$ cat src/rtl/memory_cycle.sv
`default_nettype none
// +--------------------------------------------------------------------------+
// | memory_cycle : pipeline memory stage with req/ack data port and MEM/WB reg |
// | Revision     : 1.0                                                         |
// +--------------------------------------------------------------------------+
module memory_cycle #(
  parameter int TIMEOUT = 256
) (
  input  logic        clk,
  input  logic        rst,
  input  logic        RegWriteM,
  input  logic        MemWriteM,
  input  logic [1:0]  ResultSrcM,
  input  logic [2:0]  Funct3M,
  input  logic [4:0]  RD_M,
  input  logic [31:0] ALU_ResultM,
  input  logic [31:0] WriteDataM,
  input  logic [31:0] PCPlus4M,
  output logic        dmem_req,
  output logic        dmem_we,
  output logic [31:0] dmem_addr,
  output logic [3:0]  dmem_be,
  output logic [31:0] dmem_wdata,
  input  logic        dmem_ack,
  input  logic [31:0] dmem_rdata,
  output logic        StallM,
  output logic        RegWriteW,
  output logic [1:0]  ResultSrcW,
  output logic [4:0]  RD_W,
  output logic [31:0] ALU_ResultW,
  output logic [31:0] ReadDataW,
  output logic [31:0] PCPlus4W,
  output logic        MisalignW,
  output logic        BusErrW
);

  localparam int c_CNT_W = (TIMEOUT > 1) ? $clog2(TIMEOUT) : 1;
  localparam logic [c_CNT_W-1:0] c_LAST = c_CNT_W'((TIMEOUT > 0) ? TIMEOUT - 1 : 0);

  typedef enum logic [0:0] {
    S_IDLE = 1'b0,
    S_WAIT = 1'b1
  } state_t;

  state_t r_state, w_next;

  logic               r_regWrite, r_memWrite;
  logic [1:0]         r_resultSrc;
  logic [2:0]         r_funct3;
  logic [4:0]         r_rd;
  logic [31:0]        r_addr, r_wdata, r_pcPlus4;
  logic [c_CNT_W-1:0] r_cnt;

  logic        w_sRegWrite, w_sMemWrite;
  logic [1:0]  w_sResultSrc;
  logic [2:0]  w_sFunct3;
  logic [4:0]  w_sRd;
  logic [31:0] w_sAddr, w_sWdata, w_sPcPlus4;

  logic        w_isByte, w_isHalf, w_isLoad, w_access, w_misaligned, w_timeout;
  logic [1:0]  w_off;
  logic [31:0] w_shifted, w_loadData;
  logic        w_capture, w_abort, w_misPulse, w_latch;

  // Once waiting, the access is driven from the bundle latched on entry.
  always_comb begin
    if (r_state == S_WAIT) begin
      w_sRegWrite  = r_regWrite;
      w_sMemWrite  = r_memWrite;
      w_sResultSrc = r_resultSrc;
      w_sFunct3    = r_funct3;
      w_sRd        = r_rd;
      w_sAddr      = r_addr;
      w_sWdata     = r_wdata;
      w_sPcPlus4   = r_pcPlus4;
    end else begin
      w_sRegWrite  = RegWriteM;
      w_sMemWrite  = MemWriteM;
      w_sResultSrc = ResultSrcM;
      w_sFunct3    = Funct3M;
      w_sRd        = RD_M;
      w_sAddr      = ALU_ResultM;
      w_sWdata     = WriteDataM;
      w_sPcPlus4   = PCPlus4M;
    end
  end

  assign w_off        = w_sAddr[1:0];
  assign w_isByte     = (w_sFunct3[1:0] == 2'b00);
  assign w_isHalf     = (w_sFunct3[1:0] == 2'b01);
  assign w_isLoad     = (w_sResultSrc == 2'b01);
  assign w_access     = w_isLoad | w_sMemWrite;
  assign w_misaligned = (w_isHalf & w_off[0]) | (!w_isByte & !w_isHalf & (w_off != 2'b00));
  assign w_timeout    = (TIMEOUT != 0) && (r_cnt == c_LAST);

  assign dmem_addr  = {w_sAddr[31:2], 2'b00};
  assign dmem_we    = w_sMemWrite;
  assign dmem_be    = w_isByte ? (4'b0001 << w_off) :
                      w_isHalf ? (4'b0011 << {w_off[1], 1'b0}) : 4'b1111;
  assign dmem_wdata = w_isByte ? {4{w_sWdata[7:0]}} :
                      w_isHalf ? {2{w_sWdata[15:0]}} : w_sWdata;

  // A single byte-granular shift serves both byte and half lanes.
  assign w_shifted  = dmem_rdata >> {w_off, 3'b000};
  assign w_loadData = w_isByte ? (w_sFunct3[2] ? {24'd0, w_shifted[7:0]}
                                               : {{24{w_shifted[7]}}, w_shifted[7:0]}) :
                      w_isHalf ? (w_sFunct3[2] ? {16'd0, w_shifted[15:0]}
                                               : {{16{w_shifted[15]}}, w_shifted[15:0]}) :
                      dmem_rdata;

  always_ff @(posedge clk) begin
    if (rst) r_state <= S_IDLE;
    else     r_state <= w_next;
  end

  always_comb begin
    w_next     = r_state;
    dmem_req   = 1'b0;
    StallM     = 1'b0;
    w_capture  = 1'b0;
    w_abort    = 1'b0;
    w_misPulse = 1'b0;
    w_latch    = 1'b0;
    case (r_state)
      S_IDLE: begin
        if (w_access && !w_misaligned) begin
          dmem_req = 1'b1;
          if (dmem_ack) begin
            w_capture = 1'b1;
          end else begin
            w_next  = S_WAIT;
            StallM  = 1'b1;
            w_latch = 1'b1;
          end
        end else if (w_access) begin
          w_misPulse = 1'b1;
        end else begin
          w_capture = 1'b1;
        end
      end
      S_WAIT: begin
        dmem_req = 1'b1;
        if (dmem_ack) begin
          w_capture = 1'b1;
          w_next    = S_IDLE;
        end else if (w_timeout) begin
          w_abort = 1'b1;
          w_next  = S_IDLE;
        end else begin
          StallM = 1'b1;
        end
      end
      default: w_next = S_IDLE;
    endcase
    if (rst) begin
      dmem_req = 1'b0;
      StallM   = 1'b0;
    end
  end

  always_ff @(posedge clk) begin
    if (rst) begin
      r_regWrite  <= 1'b0;
      r_memWrite  <= 1'b0;
      r_resultSrc <= 2'b00;
      r_funct3    <= 3'b000;
      r_rd        <= 5'd0;
      r_addr      <= 32'd0;
      r_wdata     <= 32'd0;
      r_pcPlus4   <= 32'd0;
    end else if (w_latch) begin
      r_regWrite  <= RegWriteM;
      r_memWrite  <= MemWriteM;
      r_resultSrc <= ResultSrcM;
      r_funct3    <= Funct3M;
      r_rd        <= RD_M;
      r_addr      <= ALU_ResultM;
      r_wdata     <= WriteDataM;
      r_pcPlus4   <= PCPlus4M;
    end
  end

  always_ff @(posedge clk) begin
    if (rst || r_state != S_WAIT || w_next != S_WAIT) r_cnt <= '0;
    else                                              r_cnt <= r_cnt + c_CNT_W'(1);
  end

  // Anything that does not retire this cycle leaves a zeroed bubble in W.
  always_ff @(posedge clk) begin
    if (rst || !w_capture) begin
      RegWriteW   <= 1'b0;
      ResultSrcW  <= 2'b00;
      RD_W        <= 5'd0;
      ALU_ResultW <= 32'd0;
      ReadDataW   <= 32'd0;
      PCPlus4W    <= 32'd0;
      MisalignW   <= !rst && w_misPulse;
      BusErrW     <= !rst && w_abort;
    end else begin
      RegWriteW   <= w_sRegWrite;
      ResultSrcW  <= w_sResultSrc;
      RD_W        <= w_sRd;
      ALU_ResultW <= w_sAddr;
      ReadDataW   <= w_loadData;
      PCPlus4W    <= w_sPcPlus4;
      MisalignW   <= 1'b0;
      BusErrW     <= 1'b0;
    end
  end

endmodule
`default_nettype wire

$ cat config.mk
export PLATFORM = sky130hd
export DESIGN_NAME = memory_cycle
export DESIGN_NICKNAME = d
export VERILOG_FILES = /design/src/rtl/memory_cycle.sv
export SDC_FILE = /design/constraint.sdc
export NUM_CORES = 1
export LEC_CHECK = 0
export ABC_AREA = 1
export CAP_MARGIN = 10
export CELL_PAD_IN_SITES_DETAIL_PLACEMENT = 1
export CELL_PAD_IN_SITES_GLOBAL_PLACEMENT = 2
export CORE_AREA = 2 2 282 145
export CTS_CLUSTER_DIAMETER = 40
export DETAILED_ROUTE_END_ITERATION = 8
export DIE_AREA = 0 0 284 147
export PLACE_DENSITY_LB_ADDON = 0.1
export SLEW_MARGIN = 20
export SYNTH_ARGS = -nofsm -noshare
export SYNTH_HDL_FRONTEND = slang
export SYNTH_SLANG_ARGS = --single-unit
$ cat constraint.sdc
create_clock -name clk -period 5.74 [get_ports clk]
set_clock_uncertainty 0.15 [all_clocks]
set_input_delay 0.861 -clock clk [delete_from_list [all_inputs] [get_ports clk]]
set_output_delay 0.861 -clock clk [all_outputs]
set_load 0.02 [all_outputs]
==> flow_metrics.env, run 1 <==
export IMPL_finalHoldViolations=0
export IMPL_initial_core_util_pct=25.40
export IMPL_synth_top_family_by_area="simple AND/OR/NAND/NOR gates"
export IMPL_cts_htree_levels=2
export IMPL_grt_pass1_vias=9665
export IMPL_cts_root_buf="clkbuf_16"
export IMPL_yosys_warnings=0
export IMPL_irDropWorstVdd_mv=0.1721
export IMPL_muxShareOfSynthArea_pct=0
export IMPL_drive_above_1_share_pct=5.635
export IMPL_stdcell_area_mm2=0.01457
export IMPL_clk_latency_ns=0.50
export IMPL_routed_wl_um=35910
export IMPL_cp_arrival_ns=3.47
export IMPL_grt_max_degree=217
export IMPL_cts_tree="built"
export IMPL_crit_fanout=46
export IMPL_grt_first_pass_wirelength_um=55670
export IMPL_pin_count=320
export IMPL_vias=9902
export IMPL_via_per_inst=4.212
export IMPL_drtPass1Iterations=7
export IMPL_std_cell_rows=52
export IMPL_yosys_top_cells_area="dfxtp_1 (44%), nand2_1 (16%), nor2_1 (13%), inv_1 (7.0%), o21ai_0 (3.7%)"
export IMPL_grt_overflow=0
export IMPL_place_hpwl_um=25080
export IMPL_finalSetupViolations=0
export IMPL_fillers=4925
export IMPL_post_place_ws_ns=1.322
export IMPL_synth_seq_area_share_pct=44.42
export IMPL_drt_iter0_drc=436
export IMPL_num_nets_final=1931
export IMPL_clk_pin_slew_worst_paths_ns=0.06
export IMPL_end_kind="output pin"
export IMPL_drv_cap=0
export IMPL_port_buffer_count=317
export IMPL_synth_compound_area_share_pct=7.956
export IMPL_core_area_mm2=0.03956
export IMPL_drtAntennaViolNets=0
export IMPL_cts_setup_buffers=0
export IMPL_numCtsBuffers=34
export IMPL_cts_hold_buf=0
export IMPL_die_w_um=284
export IMPL_dieHeight_um=147
export IMPL_synth_area_mm2=0.01005
export IMPL_p_leak_nw=6.690
export IMPL_power_density_mw_per_mm2=368.2
export IMPL_maxSlewHeadroom_pct=31.78
export IMPL_yosys_area_share_simple_pct=33.75
export IMPL_tns_ns=0
export IMPL_syn_avg_cell_area_um2=6.530
export IMPL_rsz0062_at_grt="false"
export IMPL_required_ns=4.73
export IMPL_worstSetupPathType="flop to output pin"
export IMPL_ys_seq_elements=223
export IMPL_synth_area_leader_cell="dfxtp_1"
export IMPL_cp_start_kind="flop"
export IMPL_wl_per_cell_um=15.27
export IMPL_finalWeightedCongestion=0.7840
export IMPL_synthAdderAreaFrac_pct=0.1245
export IMPL_synth_top_area_share_pct=44.42
export IMPL_slew_violations=0
export IMPL_clock_sinks=223
export IMPL_status="completed"
export IMPL_min_period_ns=4.482
export IMPL_grt_util_all_layers_pct=16.90
export IMPL_hold_class="flop to flop"
export IMPL_synth_cells=1539
export IMPL_yosysUniqueCellTypes=28
export IMPL_yosys_area_share_xor_xnor_pct=0.1743
export IMPL_dpl_cell_area_mm2=0.01335
export IMPL_cts_resized=0
export IMPL_min_period_over_period_pct=78.08
export IMPL_p_total_mw=5.362
export IMPL_clock_fmax_mhz=223.1
export IMPL_drc=0
export IMPL_worst_pin_slew_ns=1.020
export IMPL_antenna_found_initial=4
export IMPL_clockBufferDepth=3
export IMPL_syn_to_final_growth_pct=44.93
export IMPL_dieArea_mm2=0.04175
export IMPL_fin_ws_ns=1.258
==> power by group <==
group          internal [mW]  total [mW]  leakage (nW)  switching (mW)
logic                  0.558        1.35          4.27           0.790
clock network           1.43        2.21         0.593           0.783
registers               1.73        1.80          1.83          0.0764
total                   3.71        5.36          6.69            1.65
==> routing by layer <==
metal / GRT usage (%) / wire length (µm) / share of wire [%]
met1: 24.13 / 18250 / 51
met2: 25.83 / 15190 / 42
met3: 4.115 / 1885 / 5.2
met4: 3.368 / 540 / 1.5
met5: 0 / 37 / 0.10
==> cell families (layout without fill, tap and decap cells) <==
kind of cell | Yosys count | after routing
flops | 223 | 223
xor+xnor | 2 | 2
fa+ha+maj | 1 | 1
buf+inv | 303 | 573
simple gates | 861 | 861
compound gates | 148 | 148
other cells | 1 | 3
==> path summary, 6_finish.rpt <==
path | from | endpoint | slack (ns) | cells past startpoint
max | r_state$_DFF_P_ | StallM | 1.26 | 10
min | r_cnt[0]$_SDFF_PP0_ | r_cnt[0]$_SDFF_PP0_ | 0.31 | 1
max reg2reg | r_state$_DFF_P_ | ALU_ResultW[18]$_SDFF_PP0_ | 2.16 | 10
min reg2reg | r_cnt[0]$_SDFF_PP0_ | r_cnt[0]$_SDFF_PP0_ | 0.31 | 1
==> cell type report <==
type	count	area [µm²]	share of cell area, %
clock inverters	15	237.7	1.632
repair buffers	325	3246	22.28
flip-flops and latches	223	4468	30.68
well taps	540	675.6	4.639
clock buffers	44	969.7	6.658
inverters	189	711.9	4.888
multi-input cells	1014	4254	29.21
diodes	1	2.502	0.01718
==> cells in the mapped netlist <==
cell and number:
o21ai_0 74, nor2_1 359, nor2_2 1, xor2_1 2, o21ai_1 2, buf_2 25, inv_1 188, nor4_1 1
buf_4 47, nand3_1 47, nor2_4 1, or2_2 31, a21boi_0 7, ha_1 1, o211ai_1 6, inv_2 1
buf_6 2, conb_1 1, a21oi_1 52, clkbuf_1 25, nor3b_1 1, nand2_1 416, and2_1 1, dfxtp_1 223
nor3_1 2, nand4_1 1, o221ai_1 7, buf_1 15
==> placed cells by master, fill, tap and decap left out, types with 5 or more instances in the layout <==
| cell type | n |
|---|---|
| inv_6 | 7 |
| bufinv_16 | 5 |
| a21oi_1 | 52 |
| nor2_1 | 359 |
| nand2_1 | 416 |
| clkbuf_8 | 6 |
| clkbuf_16 | 35 |
| o21ai_0 | 74 |
| a21boi_0 | 7 |
| inv_1 | 188 |
| nand3_1 | 46 |
| clkdlybuf4s50_1 | 317 |
| buf_4 | 7 |
| o211ai_1 | 6 |
| o221ai_1 | 7 |
| or2_2 | 31 |
| dfxtp_1 | 222 |
==> registers in the layout, indices dropped and copies added (netlist names), 2 cells and up <==
register	flops
ALU_ResultW	32
PCPlus4W	32
RD_W	5
ReadDataW	32
ResultSrcW	2
r_addr	32
r_cnt	8
r_funct3	3
r_pcPlus4	32
r_rd	5
r_resultSrc	2
r_wdata	32
==> critical path, stage by stage (launching register included) <==
cell and delay (ns):
dfxtp_4 0.68, inv_1 0.23, buf_4 0.33, nand2_1 0.11
nand2_1 0.16, nand2_1 0.13, nand2_1 0.05, nand2_1 0.09
nand3_1 0.17, o21ai_0 0.30, clkdlybuf4s50_1 0.70
==> per-stage QoR <==
step,hold slack (ns),util (%),cells
floorplan,0.2795,-,1540
CTS,0.3157,36.80,2350
finish,0.3122,36.82,2351
global route,0.3514,36.81,2350
global placement,0.3061,33.75,2291
detailed placement,0.3017,33.75,2291
(Power assumes the default switching activity.)
==> inputs of run 2 (changes only) <==
- CORE_AREA: 2 2 282 145 -> 2 2 293 150
- DIE_AREA: 0 0 284 147 -> 0 0 295 152
- clock period: 5.74 -> 4.2 ns (I/O delays scaled with it)
==> flow_metrics.env, run 2 (same netlist as run 1, synthesis figures left out) <==
export IMPL_cts_tree="built"
export IMPL_drt_iter0_drc=352
export IMPL_place_hpwl_um=26420
export IMPL_worstSetupPathType="flop to output pin"
export IMPL_finalHoldViolations=0
export IMPL_die_w_um=295
export IMPL_reg2reg_depth=12
export IMPL_rsz0062_at_grt="false"
export IMPL_crit_top_cell="nand2_1"
export IMPL_clk_pin_slew_worst_paths_ns=0.05
export IMPL_antenna_found_initial=3
export IMPL_p_switching_mw=2.339
export IMPL_hold_class="flop to flop"
export IMPL_drtAntennaViolNets=0
export IMPL_cp_arrival_ns=3.12
export IMPL_slowest_stage="clkdlybuf4s50_1"
export IMPL_via_per_inst=4.095
export IMPL_initial_core_util_pct=23.57
export IMPL_std_cell_rows=54
export IMPL_grt_overflow=0
export IMPL_grt_util_all_layers_pct=16.47
export IMPL_required_ns=3.42
export IMPL_grt_first_pass_wirelength_um=57630
export IMPL_critPathBufInv=3
export IMPL_power_density_mw_per_mm2=507.1
export IMPL_cts_htree_levels=2
export IMPL_whs_ns=0.3142
export IMPL_switching_share_pct=31.16
export IMPL_path_cells="inv_1, buf_6, nand2_1, nand2_1, nand2_1, nand2_1, nand2_1, nand3_1, o21ai_0, clkdlybuf4s50_1"
export IMPL_min_period_ns=3.900
export IMPL_dieArea_mm2=0.04484
export IMPL_min_period_over_period_pct=92.87
export IMPL_hold_depth=1
export IMPL_grt_pass1_vias=9871
export IMPL_dieHeight_um=152
export IMPL_core_area_mm2=0.04263
export IMPL_routed_wl_um=37400
export IMPL_reg2reg_to="ReadDataW[23]$_SDFF_PP0_"
export IMPL_dp_cells=2348
export IMPL_p_leak_nw=6.779
export IMPL_rr_startpoint="r_state$_DFF_P_"
export IMPL_holdPathEnd="r_cnt[0]$_SDFF_PP0_"
export IMPL_clock_fmax_mhz=256.4
export IMPL_finalSetupViolations=0
export IMPL_cp_start_kind="flop"
export IMPL_num_nets_final=1943
export IMPL_p_total_mw=7.506
export IMPL_irDropWorstVdd_mv=0.2081
export IMPL_cts_root_buf="clkbuf_16"
export IMPL_wl_per_cell_um=15.48
export IMPL_stdcell_count=2415
export IMPL_syn_to_final_growth_pct=47.29
export IMPL_numCtsBuffers=36
export IMPL_clockBufferDepth=3
export IMPL_tns_ns=0
export IMPL_clock_sinks=223
export IMPL_p_clk_share_pct=42.2
export IMPL_pin_count=320
export IMPL_worst_pin_slew_ns=1.105
export IMPL_clk_latency_ns=0.50
export IMPL_final_cell_mix="nand2_1 (416), nor2_1 (359), clkdlybuf4s50_1 (317), dfxtp_1 (222), inv_1 (187)"
export IMPL_drv_cap=0
export IMPL_crit_fanout=27
export IMPL_cts_hold_buf=0
export IMPL_grt_max_degree=99
export IMPL_final_common_cell="nand2_1"
export IMPL_reg2reg_slack_ns=0.97
export IMPL_end_kind="output pin"
export IMPL_p_int_mw=5.167
export IMPL_finalWeightedCongestion=0.8032
export IMPL_max_stage_delay_ns=0.68
export IMPL_pwr_share_seq_pct=32.7
export IMPL_drtPass1Iterations=4
export IMPL_critPathTopFamily="buffers and inverters"
export IMPL_port_buffer_count=317
export IMPL_vias=9890
export IMPL_drc=0
export IMPL_p_comb_share_pct=25.1
export IMPL_slew_violations=0
export IMPL_maxSlewHeadroom_pct=26.14
export IMPL_hold_start="r_cnt[0]$_SDFF_PP0_"
export IMPL_drive_above_1_share_pct=6.466
export IMPL_status="completed"
## run 2: cell types whose count changed in the layout (fill, tap and decap cells not counted), sizes merged
cell      previous run  this run
buf                  8        18
clkbuf              44        45
clkinv               3         5
clkinvlp             0         2
diode                1         2
## run 2: repair_timing
item | CTS | global route
setup buffers | 0 | 1
gates resized for setup | 0 | 2
endpoints found under the setup margin | 0 | 11
## run 2: worst register-to-register path, delay by kind of cell, from the launching register on
| kind | cells | cell delay [ns] |
|---|---|---|
| buf+inv | 3 | 0.56 |
| flops | 1 | 0.44 |
| simple gates | 9 | 2.04 |
## run 2: metal layers
metal  track usage [%]  part of all wire, %  vias up
met4             3.280                  1.5        2
met5                 0                0.043        -
met2             25.33                   43      155
met1             23.64                   51     4582
li1                  -                    -     5108
met3             3.482                  4.5       43
## run 2: final cells by class
class	count	area, µm²
fillers	5202	27830
flip-flops and latches	223	4468
multi-input cells	1014	4254
repair buffers	335	3357
clock buffers	45	1006
well taps	588	735.7
inverters	189	715.7
clock inverters	19	260.3
diodes	2	5.005
## run 2: stage by stage
stage	cell area [µm²]	worst slack [ns]	util, %
after floorplan	10050	1.552	-
after global placement	13500	0.3682	31.67
after detailed placement	13500	0.2266	31.67
after CTS	14770	0.04370	34.64
after global routing	14800	0.06241	34.71
final	14800	0.2996	34.72
## run 2: worst max-delay path by stage
| stage | start | end | slack, ns | cells after the start |
|---|---|---|---|---|
| after floorplan | r_state$_DFF_P_ | dmem_wdata[16] | 1.55 | 6 |
| after global placement | Funct3M[0] | dmem_wdata[10] | 0.37 | 7 |
| after detailed placement | Funct3M[0] | dmem_wdata[26] | 0.23 | 7 |
| after CTS | r_state$_DFF_P_ | StallM | 0.04 | 10 |
| after global routing | r_state$_DFF_P_ | StallM | 0.06 | 10 |
| final | r_state$_DFF_P_ | StallM | 0.30 | 10 |
## run 2: power groups by stage
stage	registers (mW)	logic (mW)	clock network [mW]
detailed placement	2.51	1.90	0
global placement	2.50	1.88	0
finish	2.46	1.88	3.17
floorplan	2.63	0.951	0
CTS	2.46	1.91	3.30
global route	2.48	2.08	3.40
